===== config.mk =====
export PLATFORM = sky130hd
export DESIGN_NAME = ram_block_streamer
export DESIGN_NICKNAME = d
export VERILOG_FILES = /design/src/rtl/ram_block_streamer.sv
export SDC_FILE = /design/constraint.sdc
export NUM_CORES = 1
export LEC_CHECK = 0
export CAP_MARGIN = 20
export CORE_MARGIN = 2
export CORE_UTILIZATION = 57
export DETAILED_ROUTE_END_ITERATION = 7
export DONT_BUFFER_PORTS = 1
export PLACE_DENSITY = 0.76
export RECOVER_POWER = 25
export SYNTH_ARGS = -nofsm -noshare
export SYNTH_HDL_FRONTEND = slang
export SYNTH_SLANG_ARGS = --single-unit

===== constraint.sdc =====
create_clock -name axi_aclk -period 7.1 [get_ports axi_aclk]
set_input_delay 1.42 -clock axi_aclk [delete_from_list [all_inputs] [get_ports axi_aclk]]
set_output_delay 1.42 -clock axi_aclk [all_outputs]
set_load 0.02 [all_outputs]

===== src/rtl/ram_block_streamer.sv =====
// rtl/ram_block_streamer.sv - RAM block read-out into an AXI-Stream packet
module ram_block_streamer #(
    parameter int DATA_WIDTH = 32,
    parameter int ADDR_WIDTH = 8,
    parameter int FIFO_DEPTH = 4
) (
    input  logic                  axi_aclk,
    input  logic                  resetn,
    input  logic                  start,
    input  logic                  abort,
    input  logic [ADDR_WIDTH-1:0] base_addr,
    input  logic [ADDR_WIDTH:0]   length,
    output logic                  busy,
    output logic                  done,
    output logic                  ram_rd_en,
    output logic [ADDR_WIDTH-1:0] ram_rd_addr,
    input  logic [DATA_WIDTH-1:0] ram_rd_data,
    output logic [DATA_WIDTH-1:0] m_axis_tdata,
    output logic                  m_axis_tvalid,
    input  logic                  m_axis_tready,
    output logic                  m_axis_tlast
);

    localparam int PW = (FIFO_DEPTH > 1) ? $clog2(FIFO_DEPTH) : 1;
    localparam int CW = PW + 1;
    localparam logic [ADDR_WIDTH:0] MAX_LEN = {1'b1, {ADDR_WIDTH{1'b0}}};
    localparam logic [ADDR_WIDTH:0] ONE_LEN = {{ADDR_WIDTH{1'b0}}, 1'b1};

    typedef enum logic [1:0] {S_IDLE, S_RUN, S_DRAIN} state_t;

    state_t                r_state;
    state_t                w_state_next;
    logic                  r_done;
    logic                  w_done_next;
    logic                  w_load;
    logic [ADDR_WIDTH-1:0] r_base;
    logic [ADDR_WIDTH:0]   r_len;
    logic [ADDR_WIDTH:0]   r_issue_idx;
    logic                  r_inflight;
    logic                  r_inflight_last;

    // FIFO entries carry {last, data}
    logic [DATA_WIDTH:0]   r_mem [FIFO_DEPTH];
    logic [PW-1:0]         r_wptr;
    logic [PW-1:0]         r_rptr;
    logic [CW-1:0]         r_count;

    logic                  w_empty;
    logic [DATA_WIDTH:0]   w_head;
    logic                  w_push;
    logic                  w_pop;
    logic [CW-1:0]         w_occ;
    logic                  w_issue;
    logic                  w_issue_last;
    logic [ADDR_WIDTH:0]   w_len_clamped;

    assign w_empty       = (r_count == '0);
    assign w_head        = r_mem[r_rptr];
    assign m_axis_tvalid = !w_empty;
    assign m_axis_tdata  = w_empty ? '0 : w_head[DATA_WIDTH-1:0];
    assign m_axis_tlast  = !w_empty && w_head[DATA_WIDTH];
    assign w_pop         = m_axis_tvalid && m_axis_tready;
    assign w_push        = r_inflight;

    // Counting the read in flight keeps the FIFO from ever overflowing
    assign w_occ         = r_count + CW'(r_inflight);
    assign w_issue       = (r_state == S_RUN) && (r_issue_idx != r_len)
                           && (w_occ < CW'(FIFO_DEPTH));
    assign w_issue_last  = (r_issue_idx == (r_len - ONE_LEN));
    assign w_len_clamped = (length > MAX_LEN) ? MAX_LEN : length;

    assign ram_rd_en     = w_issue;
    assign ram_rd_addr   = r_base + r_issue_idx[ADDR_WIDTH-1:0];
    assign busy          = (r_state != S_IDLE);
    assign done          = r_done;

    always_comb begin
        w_state_next = r_state;
        w_done_next  = 1'b0;
        w_load       = 1'b0;
        if (abort) begin
            w_state_next = S_IDLE;
        end else begin
            case (r_state)
                S_IDLE: begin
                    if (start) begin
                        if (length == '0) begin
                            w_done_next = 1'b1;
                        end else begin
                            w_load       = 1'b1;
                            w_state_next = S_RUN;
                        end
                    end
                end
                S_RUN: begin
                    if (w_issue && w_issue_last) begin
                        w_state_next = S_DRAIN;
                    end
                end
                S_DRAIN: begin
                    if (w_pop && w_head[DATA_WIDTH]) begin
                        w_state_next = S_IDLE;
                        w_done_next  = 1'b1;
                    end
                end
                default: w_state_next = S_IDLE;
            endcase
        end
    end

    always_ff @(posedge axi_aclk) begin
        if (!resetn) begin
            r_state <= S_IDLE;
            r_done  <= 1'b0;
        end else begin
            r_state <= w_state_next;
            r_done  <= w_done_next;
        end
    end

    always_ff @(posedge axi_aclk) begin
        if (!resetn) begin
            r_base      <= '0;
            r_len       <= '0;
            r_issue_idx <= '0;
        end else if (w_load) begin
            r_base      <= base_addr;
            r_len       <= w_len_clamped;
            r_issue_idx <= '0;
        end else if (w_issue) begin
            r_issue_idx <= r_issue_idx + ONE_LEN;
        end
    end

    // Abort discards the outstanding read and everything buffered
    always_ff @(posedge axi_aclk) begin
        if (!resetn || abort) begin
            r_inflight      <= 1'b0;
            r_inflight_last <= 1'b0;
            r_wptr          <= '0;
            r_rptr          <= '0;
            r_count         <= '0;
        end else begin
            r_inflight      <= w_issue;
            r_inflight_last <= w_issue && w_issue_last;
            if (w_push) begin
                r_wptr <= r_wptr + PW'(1);
            end
            if (w_pop) begin
                r_rptr <= r_rptr + PW'(1);
            end
            if (w_push && !w_pop) begin
                r_count <= r_count + CW'(1);
            end else if (!w_push && w_pop) begin
                r_count <= r_count - CW'(1);
            end
        end
    end

    always_ff @(posedge axi_aclk) begin
        if (w_push) begin
            r_mem[r_wptr] <= {r_inflight_last, ram_rd_data};
        end
    end

endmodule


==> report_table.html, run 1 <==
<table>
<tr><th>Metric</th><th>Value</th></tr>
<tr><th colspan="2">Clocking</th></tr>
<tr><td>Number of H-tree levels</td><td>4</td></tr>
<tr><td>Cts-stage hold buffer count</td><td>0</td></tr>
<tr><td>CTS tree</td><td>yes</td></tr>
<tr><td>Clock sink total</td><td>between 150 and 200</td></tr>
<tr><td>Post-CTS clock slew at the launch and capture registers of the worst setup and hold paths</td><td>roughly 0.060 ns</td></tr>
<tr><td>Clock network latency to the later pin of the worst-skew pair</td><td>around 0.42 ns</td></tr>
<tr><td>Max clock buf depth</td><td>2</td></tr>
<tr><td>TritonCTS buffer count</td><td>17</td></tr>
<tr><td>Setup repair bufs after CTS</td><td>0</td></tr>
<tr><td>Clk Tree Root Cell</td><td>sky130_fd_sc_hd__clkbuf_16</td></tr>
<tr><td>Post-cts resize count</td><td>0</td></tr>
<tr><th colspan="2">Floorplan</th></tr>
<tr><td>Site row count</td><td>41</td></tr>
<tr><td>Initial Utilization</td><td>57.8%</td></tr>
<tr><td>Vertical die dimension</td><td>117 µm</td></tr>
<tr><td>Die Area</td><td>between 10000 and 15000 µm²</td></tr>
<tr><td>Boundary Pins</td><td>99</td></tr>
<tr><td>Die span in x</td><td>between 100 and 150 µm</td></tr>
<tr><td>Area of the placeable core</td><td>12500 µm²</td></tr>
<tr><th colspan="2">Cells and area</th></tr>
<tr><td>Register area</td><td>4770 µm²</td></tr>
<tr><td>Ratio of cells with drive above 1 in the final layout</td><td>about 16%</td></tr>
<tr><td>Number of fillers in the final layout</td><td>approximately 900</td></tr>
<tr><td># nets final</td><td>537</td></tr>
<tr><td>Area added between synthesis and finish</td><td>10.4%</td></tr>
<tr><td>Diodes inserted</td><td>0</td></tr>
<tr><td>Total area of multi-input combinational cells</td><td>2330 µm²</td></tr>
<tr><td>Most common cell after layout, fill and taps aside</td><td>sky130_fd_sc_hd__edfxtp_1</td></tr>
<tr><td>Most frequent cells in the layout</td><td>132 x sky130_fd_sc_hd__edfxtp_1, 38 x sky130_fd_sc_hd__dfxtp_1, 33 x sky130_fd_sc_hd__mux4_2, 33 x sky130_fd_sc_hd__and2_1, 22 x sky130_fd_sc_hd__nor2_1</td></tr>
<tr><th colspan="2">Yosys</th></tr>
<tr><td>Netlist area before placement</td><td>7230 µm²</td></tr>
<tr><td>Most instantiated flip-flop cell in the synthesis netlist</td><td>sky130_fd_sc_hd__edfxtp_1</td></tr>
<tr><td>Number of enable-type register cells in the synthesized netlist</td><td>132</td></tr>
<tr><td>Net Count, Synth</td><td>538</td></tr>
<tr><td>Number of storage elements in the synthesis netlist</td><td>172</td></tr>
<tr><td>Synthesized area per cell</td><td>~15 µm²</td></tr>
<tr><td>Yosys cell types</td><td>52</td></tr>
<tr><td>Gate Count Post-Synth</td><td>between 400 and 500</td></tr>
<tr><td>Register area share after synthesis</td><td>65.9%</td></tr>
<tr><td>Proportion of register bits with asynchronous set or reset after synthesis</td><td>0%</td></tr>
<tr><td>Total number of yosys warnings</td><td>0</td></tr>
<tr><th colspan="2">Global routing</th></tr>
<tr><td>GR Util All Layers</td><td>19.7%</td></tr>
<tr><td>Initial antenna violation count</td><td>0</td></tr>
<tr><td>Vias in the first global route</td><td>3853</td></tr>
<tr><td>Wire length of the first global-routing pass</td><td>between 15000 and 20000 µm</td></tr>
<tr><td>Maximum number of pins on one net before global-route repair</td><td>34</td></tr>
<tr><td>Remaining Overflow, GRT</td><td>0</td></tr>
<tr><th colspan="2">Drt</th></tr>
<tr><td>Post-detailed-route DRC marker count</td><td>0</td></tr>
<tr><td>Detailed-router iteration count before antenna repair</td><td>4</td></tr>
<tr><td>Wirelength per Cell</td><td>roughly 20 µm</td></tr>
<tr><td>DRT antenna net count</td><td>0</td></tr>
<tr><td>DRT Wirelength</td><td>12800 µm</td></tr>
<tr><td>DR vias/cell</td><td>~5.9</td></tr>
<tr><td>Via count</td><td>3830</td></tr>
<tr><td>First-iteration detailed-routing DRC count</td><td>around 340</td></tr>
<tr><th colspan="2">Placement</th></tr>
<tr><td>Port Buffer Count</td><td>0</td></tr>
<tr><td>Pre-CTS setup slack</td><td>3.55 ns</td></tr>
<tr><td>DP HPWL</td><td>about 8200 µm</td></tr>
<tr><td>Gpl congestion</td><td>slightly above 0.8</td></tr>
<tr><th colspan="2">Critical path</th></tr>
<tr><td>CP required</td><td>approximately 5.7 ns</td></tr>
<tr><td>Crit path capture type</td><td>primary output</td></tr>
<tr><td>Critical register-to-register path endpoint</td><td>r_count[2]</td></tr>
<tr><td>Peak fanout along the critical path</td><td>7</td></tr>
<tr><td>Internal reg-to-reg setup slack</td><td>4.27 ns</td></tr>
<tr><td>Cell count of the worst reg-to-reg path</td><td>9</td></tr>
<tr><td>Slowest cell on the critical path</td><td>sky130_fd_sc_hd__dfxtp_1</td></tr>
<tr><td>Maximum cell stage delay along the critical path</td><td>~0.47 ns</td></tr>
<tr><td>Startpoint type of the worst setup path</td><td>flop</td></tr>
<tr><td>Cells along the critical path</td><td>ha_1 &gt; inv_1 &gt; fa_1 &gt; nor2b_1 &gt; o21ai_0 &gt; a21oi_1 &gt; o21a_1 &gt; nor2_1 &gt; xnor2_1</td></tr>
<tr><td>CP arrival</td><td>2.58 ns</td></tr>
<tr><td>Worst r2r src</td><td>r_count[0]</td></tr>
<tr><td>Kind of critical path</td><td>reg -&gt; out</td></tr>
<tr><th colspan="2">Run</th></tr>
<tr><td>Max-capacitance violation count</td><td>0</td></tr>
<tr><th colspan="2">STA</th></tr>
<tr><td>Final Hold Fails</td><td>0</td></tr>
<tr><td>Post-route worst setup slack</td><td>3.10 ns</td></tr>
<tr><td>Count of endpoints failing setup in the final report</td><td>0</td></tr>
<tr><td>Pin slew with the least headroom to its limit</td><td>0.878 ns</td></tr>
<tr><td>Final Max Tran Viols</td><td>0</td></tr>
<tr><td>Remaining max-slew budget at the tightest pin</td><td>about two fifths</td></tr>
<tr><td>Minimum clock period after layout</td><td>~4.0 ns</td></tr>
<tr><td>Max Fclk</td><td>about 250 MHz</td></tr>
<tr><td>Clk_skew</td><td>between 0.01 and 0.015 ns</td></tr>
<tr><td>Post-Route Setup TNS</td><td>0 ns</td></tr>
<tr><td>Unrepaired setup endpoints after global routing</td><td>no</td></tr>
<tr><td>Share of the cycle needed by the critical path after routing</td><td>a little under three fifths</td></tr>
<tr><th colspan="2">Pwr</th></tr>
<tr><td>Leakage power summed over all cells</td><td>0.00266 µW</td></tr>
<tr><td>Peak supply drop</td><td>approximately 0.17 mV</td></tr>
<tr><td>Power density over the cells</td><td>263 nW/µm²</td></tr>
<tr><th colspan="2">Worst hold path</th></tr>
<tr><td>WHS Path Cells</td><td>1</td></tr>
<tr><td>Worst min-delay path category</td><td>reg -&gt; reg</td></tr>
<tr><td>Hold Path Origin</td><td>r_len[8]</td></tr>
<tr><td>Hold Path Sink</td><td>r_len[8]</td></tr>
<tr><th colspan="2">Run status</th></tr>
<tr><td>Result of the run</td><td>finished clean</td></tr>
</table>
## per-stage QoR
stage	total power [µW]	area [µm²]	util [%]	hold slack, ns	std cells
2_1_floorplan	1170	7230	-	0.438	468
3_5_place_dp	1180	7370	58.9	0.476	619
4_1_cts	2120	7980	63.7	0.489	651
6_report	2100	7980	63.8	0.484	652
3_3_place_gp	1180	7370	58.9	0.449	619
5_1_grt	2160	7980	63.8	0.520	652
## cells in the mapped netlist, types with 3 or more instances
master	n	share of area, %
sky130_fd_sc_hd__edfxtp_1	132	55
sky130_fd_sc_hd__dfxtp_1	40	11
sky130_fd_sc_hd__and2_1	37	3.2
sky130_fd_sc_hd__mux4_2	33	10
sky130_fd_sc_hd__nor2_1	22	1.1
sky130_fd_sc_hd__clkbuf_1	17	0.88
sky130_fd_sc_hd__xnor2_1	17	2.1
sky130_fd_sc_hd__nand2_1	16	0.83
sky130_fd_sc_hd__ha_1	14	2.4
sky130_fd_sc_hd__a22o_1	13	1.6
sky130_fd_sc_hd__inv_1	13	0.67
sky130_fd_sc_hd__o21ai_0	11	0.76
sky130_fd_sc_hd__xor2_1	11	1.3
sky130_fd_sc_hd__a21oi_1	10	0.69
sky130_fd_sc_hd__nand3_1	9	0.62
sky130_fd_sc_hd__nor3_1	8	0.55
sky130_fd_sc_hd__or3_1	6	0.52
sky130_fd_sc_hd__nor3b_1	5	0.52
sky130_fd_sc_hd__and3_1	4	0.35
sky130_fd_sc_hd__buf_1	3	0.16
sky130_fd_sc_hd__mux2i_1	3	0.42
sky130_fd_sc_hd__nand4_1	3	0.26
sky130_fd_sc_hd__nor2b_1	3	0.26
sky130_fd_sc_hd__nor4_1	3	0.26
sky130_fd_sc_hd__or4_1	3	0.31
## routing by layer
metal  wire [µm]  share of wire (%)  vias to the layer above  track usage, %
met3         946                7.4                       10            7.21
met4         121               0.95                        0            7.45
met2        6410                 50                      133            32.9
met5           0                  0                        -               0
met1        5330                 42                     1904            23.6
li1            -                  -                     1783               -
## power breakdown
group	total (µW)	switching (µW)	internal (µW)
Sequential	1090	6.43	1090
Combinational	63.2	39.4	23.8
Clock	942	358	584
Total	2100	404	1700
## critical path, delay by kind of cell, from the launching register on
kind | cells | cell delay [ns]
XOR/XNOR | 1 | 0.40
AO/OA/AOI/OAI | 3 | 0.45
AND/OR/NAND/NOR | 2 | 0.16
buffers and inverters | 1 | 0.05
flip-flops | 1 | 0.47
adder cells (fa/ha/maj) | 2 | 0.62
## cell type report
cell class / instances / share of cell area (%)
clock buffer: 19 / 5.42
sequential: 172 / 59.7
inverter: 13 / 0.611
tap: 172 / 2.70
timing repair buffer: 3 / 0.282
multi-input combinational: 260 / 29.1
clock inverter: 13 / 2.15
## flip-flops by register name, summed over array words and instances (netlist names), named ones only
name	count
r_issue_idx	9
r_mem	132
r_wptr	2
r_inflight_last	1
r_state	2
done	1
r_inflight	1
r_count	3
r_rptr	2
r_base	8
r_len	9
## kinds of logic after synthesis
group / synth area share, %
AO/OA/AOI/OAI: 4.91
XOR/XNOR: 3.39
adder cells (fa/ha/maj): 2.98
buffers and inverters: 2.01
flip-flops: 65.9
multiplexers: 10.7
AND/OR/NAND/NOR: 10.1
## how the worst max path moves through the flow
stage	from	endpoint	cells past startpoint
floorplan	r_issue_idx[1]	ram_rd_addr[6]	9
global placement	r_issue_idx[0]	ram_rd_addr[6]	9
detailed placement	r_issue_idx[0]	ram_rd_addr[6]	9
CTS	r_issue_idx[0]	ram_rd_addr[6]	9
global route	r_issue_idx[0]	ram_rd_addr[6]	9
finish	r_issue_idx[0]	ram_rd_addr[6]	9
(Power assumes the default switching activity.)
==> run 2, diff against run 1 <==
==> constraint.sdc (replaced) <==
create_clock -name axi_aclk -period 4.1 [get_ports axi_aclk]
set_input_delay 0.82 -clock axi_aclk [delete_from_list [all_inputs] [get_ports axi_aclk]]
set_output_delay 0.82 -clock axi_aclk [all_outputs]
set_load 0.02 [all_outputs]
==> run 2 against run 1 <==
Highest routed layer unchanged. First-iteration DRC count fell by 14%. Sequential share of layout area decreased by 0.093 points. Wire length up 1.8%. Count of clock-buffer cells in the layout up 2. Critical path depth did not move. Clock power is 73% higher. Design area is 0.16% higher. Via count shrank 0.57%. Die area unchanged. Combinational power grew 74%. Global-route usage grew 0.58 points. Non-clock buffer count is the same.
==> report_table.html, run 2 (synthesis results as in run 1) <==
<table>
<tr><th>Metric</th><th>Value</th></tr>
<tr><th colspan="2">Drt</th></tr>
<tr><td>DR vias/cell</td><td>between 5 and 6</td></tr>
<tr><td>Via count</td><td>3808</td></tr>
<tr><td>Detailed-router iteration count before antenna repair</td><td>4</td></tr>
<tr><td>Post-detailed-route DRC marker count</td><td>0</td></tr>
<tr><td>Wirelength per Cell</td><td>roughly 20 µm</td></tr>
<tr><td>First-iteration detailed-routing DRC count</td><td>290</td></tr>
<tr><td>DRT antenna net count</td><td>0</td></tr>
<tr><td>DRT Wirelength</td><td>13000 µm</td></tr>
<tr><th colspan="2">Floorplan</th></tr>
<tr><td>Die span in x</td><td>117 µm</td></tr>
<tr><td>Vertical die dimension</td><td>117 µm</td></tr>
<tr><td>Initial Utilization</td><td>57.8%</td></tr>
<tr><td>Die Area</td><td>13600 µm²</td></tr>
<tr><td>Site row count</td><td>41</td></tr>
<tr><td>Area of the placeable core</td><td>12500 µm²</td></tr>
<tr><td>Boundary Pins</td><td>99</td></tr>
<tr><th colspan="2">STA</th></tr>
<tr><td>Post-Route Setup TNS</td><td>0 ns</td></tr>
<tr><td>Pin slew with the least headroom to its limit</td><td>roughly 0.9 ns</td></tr>
<tr><td>Final Max Tran Viols</td><td>0</td></tr>
<tr><td>Max Fclk</td><td>between 200 and 300 MHz</td></tr>
<tr><td>Count of endpoints failing setup in the final report</td><td>0</td></tr>
<tr><td>Final Hold Fails</td><td>0</td></tr>
<tr><td>Remaining max-slew budget at the tightest pin</td><td>40.0%</td></tr>
<tr><td>Post-route worst setup slack</td><td>0.703 ns</td></tr>
<tr><td>Unrepaired setup endpoints after global routing</td><td>no</td></tr>
<tr><td>Minimum clock period after layout</td><td>approximately 3.4 ns</td></tr>
<tr><td>Share of the cycle needed by the critical path after routing</td><td>~83%</td></tr>
<tr><td>Clk_skew</td><td>0.00825 ns</td></tr>
<tr><th colspan="2">Global routing</th></tr>
<tr><td>Initial antenna violation count</td><td>0</td></tr>
<tr><td>GR Util All Layers</td><td>20.3%</td></tr>
<tr><td>Wire length of the first global-routing pass</td><td>20400 µm</td></tr>
<tr><td>Vias in the first global route</td><td>4014</td></tr>
<tr><td>Remaining Overflow, GRT</td><td>0</td></tr>
<tr><td>Maximum number of pins on one net before global-route repair</td><td>38</td></tr>
<tr><th colspan="2">Placement</th></tr>
<tr><td>Port Buffer Count</td><td>0</td></tr>
<tr><td>DP HPWL</td><td>approximately 8300 µm</td></tr>
<tr><td>Gpl congestion</td><td>0.813</td></tr>
<tr><td>Placed cell count</td><td>620</td></tr>
<tr><td>Pre-CTS setup slack</td><td>1.16 ns</td></tr>
<tr><th colspan="2">Clocking</th></tr>
<tr><td>Cts-stage hold buffer count</td><td>0</td></tr>
<tr><td>CTS tree</td><td>yes</td></tr>
<tr><td>Clock sink total</td><td>172</td></tr>
<tr><td>Clk Tree Root Cell</td><td>sky130_fd_sc_hd__clkbuf_16</td></tr>
<tr><td>Number of H-tree levels</td><td>4</td></tr>
<tr><td>Max clock buf depth</td><td>2</td></tr>
<tr><td>Setup repair bufs after CTS</td><td>0</td></tr>
<tr><td>TritonCTS buffer count</td><td>17</td></tr>
<tr><td>Post-cts resize count</td><td>0</td></tr>
<tr><td>Post-CTS clock slew at the launch and capture registers of the worst setup and hold paths</td><td>approximately 0.060 ns</td></tr>
<tr><td>Clock network latency to the later pin of the worst-skew pair</td><td>0.41 ns</td></tr>
<tr><th colspan="2">Critical path</th></tr>
<tr><td>CP arrival</td><td>2.58 ns</td></tr>
<tr><td>Maximum cell stage delay along the critical path</td><td>0.47 ns</td></tr>
<tr><td>Total buffers and inverters traversed by the critical path</td><td>1</td></tr>
<tr><td>Slowest cell on the critical path</td><td>sky130_fd_sc_hd__dfxtp_1</td></tr>
<tr><td>Cell count of the worst reg-to-reg path</td><td>9</td></tr>
<tr><td>Cell count along the critical path</td><td>9</td></tr>
<tr><td>Peak fanout along the critical path</td><td>7</td></tr>
<tr><td>Kind of critical path</td><td>reg -&gt; out</td></tr>
<tr><td>CP required</td><td>approximately 3.3 ns</td></tr>
<tr><td>Kind of cell with the highest combined delay on the critical path</td><td>adder cells</td></tr>
<tr><td>Startpoint type of the worst setup path</td><td>flop</td></tr>
<tr><td>Cells along the critical path</td><td>ha_1 &gt; inv_1 &gt; fa_1 &gt; nor2b_1 &gt; o21ai_0 &gt; a21oi_1 &gt; o21a_1 &gt; nor2_1 &gt; xnor2_1</td></tr>
<tr><td>Crit path capture type</td><td>primary output</td></tr>
<tr><th colspan="2">Pwr</th></tr>
<tr><td>Leakage power summed over all cells</td><td>0.00267 µW</td></tr>
<tr><td>Peak supply drop</td><td>0.188 mV</td></tr>
<tr><td>Power density over the cells</td><td>about 450 nW/µm²</td></tr>
<tr><th colspan="2">Run status</th></tr>
<tr><td>Result of the run</td><td>finished clean</td></tr>
<tr><th colspan="2">Cells and area</th></tr>
<tr><td>Number of flip-flops under the largest register name</td><td>132</td></tr>
<tr><td>Ratio of cells with drive above 1 in the final layout</td><td>16.3%</td></tr>
<tr><td>Most frequent cells in the layout</td><td>132 x sky130_fd_sc_hd__edfxtp_1, 38 x sky130_fd_sc_hd__dfxtp_1, 33 x sky130_fd_sc_hd__mux4_2, 33 x sky130_fd_sc_hd__and2_1, 22 x sky130_fd_sc_hd__nor2_1</td></tr>
<tr><td>Largest registers in the final layout</td><td>r_mem: 132 flops, r_issue_idx: 9 flops, r_len: 9 flops</td></tr>
<tr><td>Most flop-heavy register</td><td>r_mem</td></tr>
<tr><td>Diodes inserted</td><td>0</td></tr>
<tr><td>Filler-free cell count of the finished design</td><td>651</td></tr>
<tr><td>Most common cell after layout, fill and taps aside</td><td>sky130_fd_sc_hd__edfxtp_1</td></tr>
<tr><td>Area added between synthesis and finish</td><td>10.6%</td></tr>
<tr><td># nets final</td><td>537</td></tr>
<tr><th colspan="2">Worst hold path</th></tr>
<tr><td>WHS Path Cells</td><td>1</td></tr>
<tr><td>Worst min-delay path category</td><td>reg -&gt; reg</td></tr>
<tr><th colspan="2">Run</th></tr>
<tr><td>Max-capacitance violation count</td><td>0</td></tr>
</table>
-- run 2: changes by cell type in the layout (fill, tap and decap cells not counted), sizes merged --
| cell | delta |
|---|---|
| clkinv | -3 |
| clkbuf | +2 |
| clkinvlp | -1 |
| inv | +1 |
-- run 2: final cells by class --
type                    count  area, µm²
flip-flops and latches    172       4770
well taps                 172        215
inverters                  13       48.8
multi-input cells         260       2330
fillers                   904       4520
clock buffers              21        440
repair buffers              3       35.0
clock inverters            10        164
-- run 2: stage by stage --
step           hold WS [ns]  utilization [%]  total power [µW]  instance area [µm²]
2_1_floorplan         0.438                -              2020                 7230
3_3_place_gp          0.444             59.0              2040                 7380
3_5_place_dp          0.470             59.1              2040                 7390
4_1_cts               0.482             63.9              3660                 8000
5_1_grt               0.479             63.9              3740                 8000
6_report              0.485             63.9              3630                 8000
-- run 2: final timing paths --
check,startpoint,end,slack (ns)
setup / recovery,r_issue_idx[0],ram_rd_addr[6],0.70
hold / removal,r_len[8],r_len[8],0.48
setup reg to reg,r_count[0],r_count[2],1.55
hold reg to reg,r_len[8],r_len[8],0.48
-- run 2: worst register-to-register path, stage by stage (launching register included) --
cell	delay (ns)
sky130_fd_sc_hd__dfxtp_1	0.35
sky130_fd_sc_hd__or3_1	0.37
sky130_fd_sc_hd__buf_4	0.25
sky130_fd_sc_hd__nand2_1	0.16
sky130_fd_sc_hd__ha_1	0.20
sky130_fd_sc_hd__inv_1	0.07
sky130_fd_sc_hd__fa_1	0.41
sky130_fd_sc_hd__xor2_1	0.19
sky130_fd_sc_hd__or3_1	0.32
sky130_fd_sc_hd__a21oi_1	0.15
-- run 2: power breakdown --
group	leakage [µW]	internal (µW)	switching, µW
registers	0.00152	1880	11.2
logic	0.000852	41.5	68.5
clock network	0.000294	1020	609
total	0.00267	2950	689
-- run 2: metal layers --
metal  up-vias  part of all wire, %  wire [µm]  track usage [%]
met5         -                    0          0                0
met4         0                 0.70         91             7.53
met3         8                  7.1        929             5.71
met2       106                   53       6890             35.4
met1      1921                   39       5110             24.1
li1       1773                    -          -                -
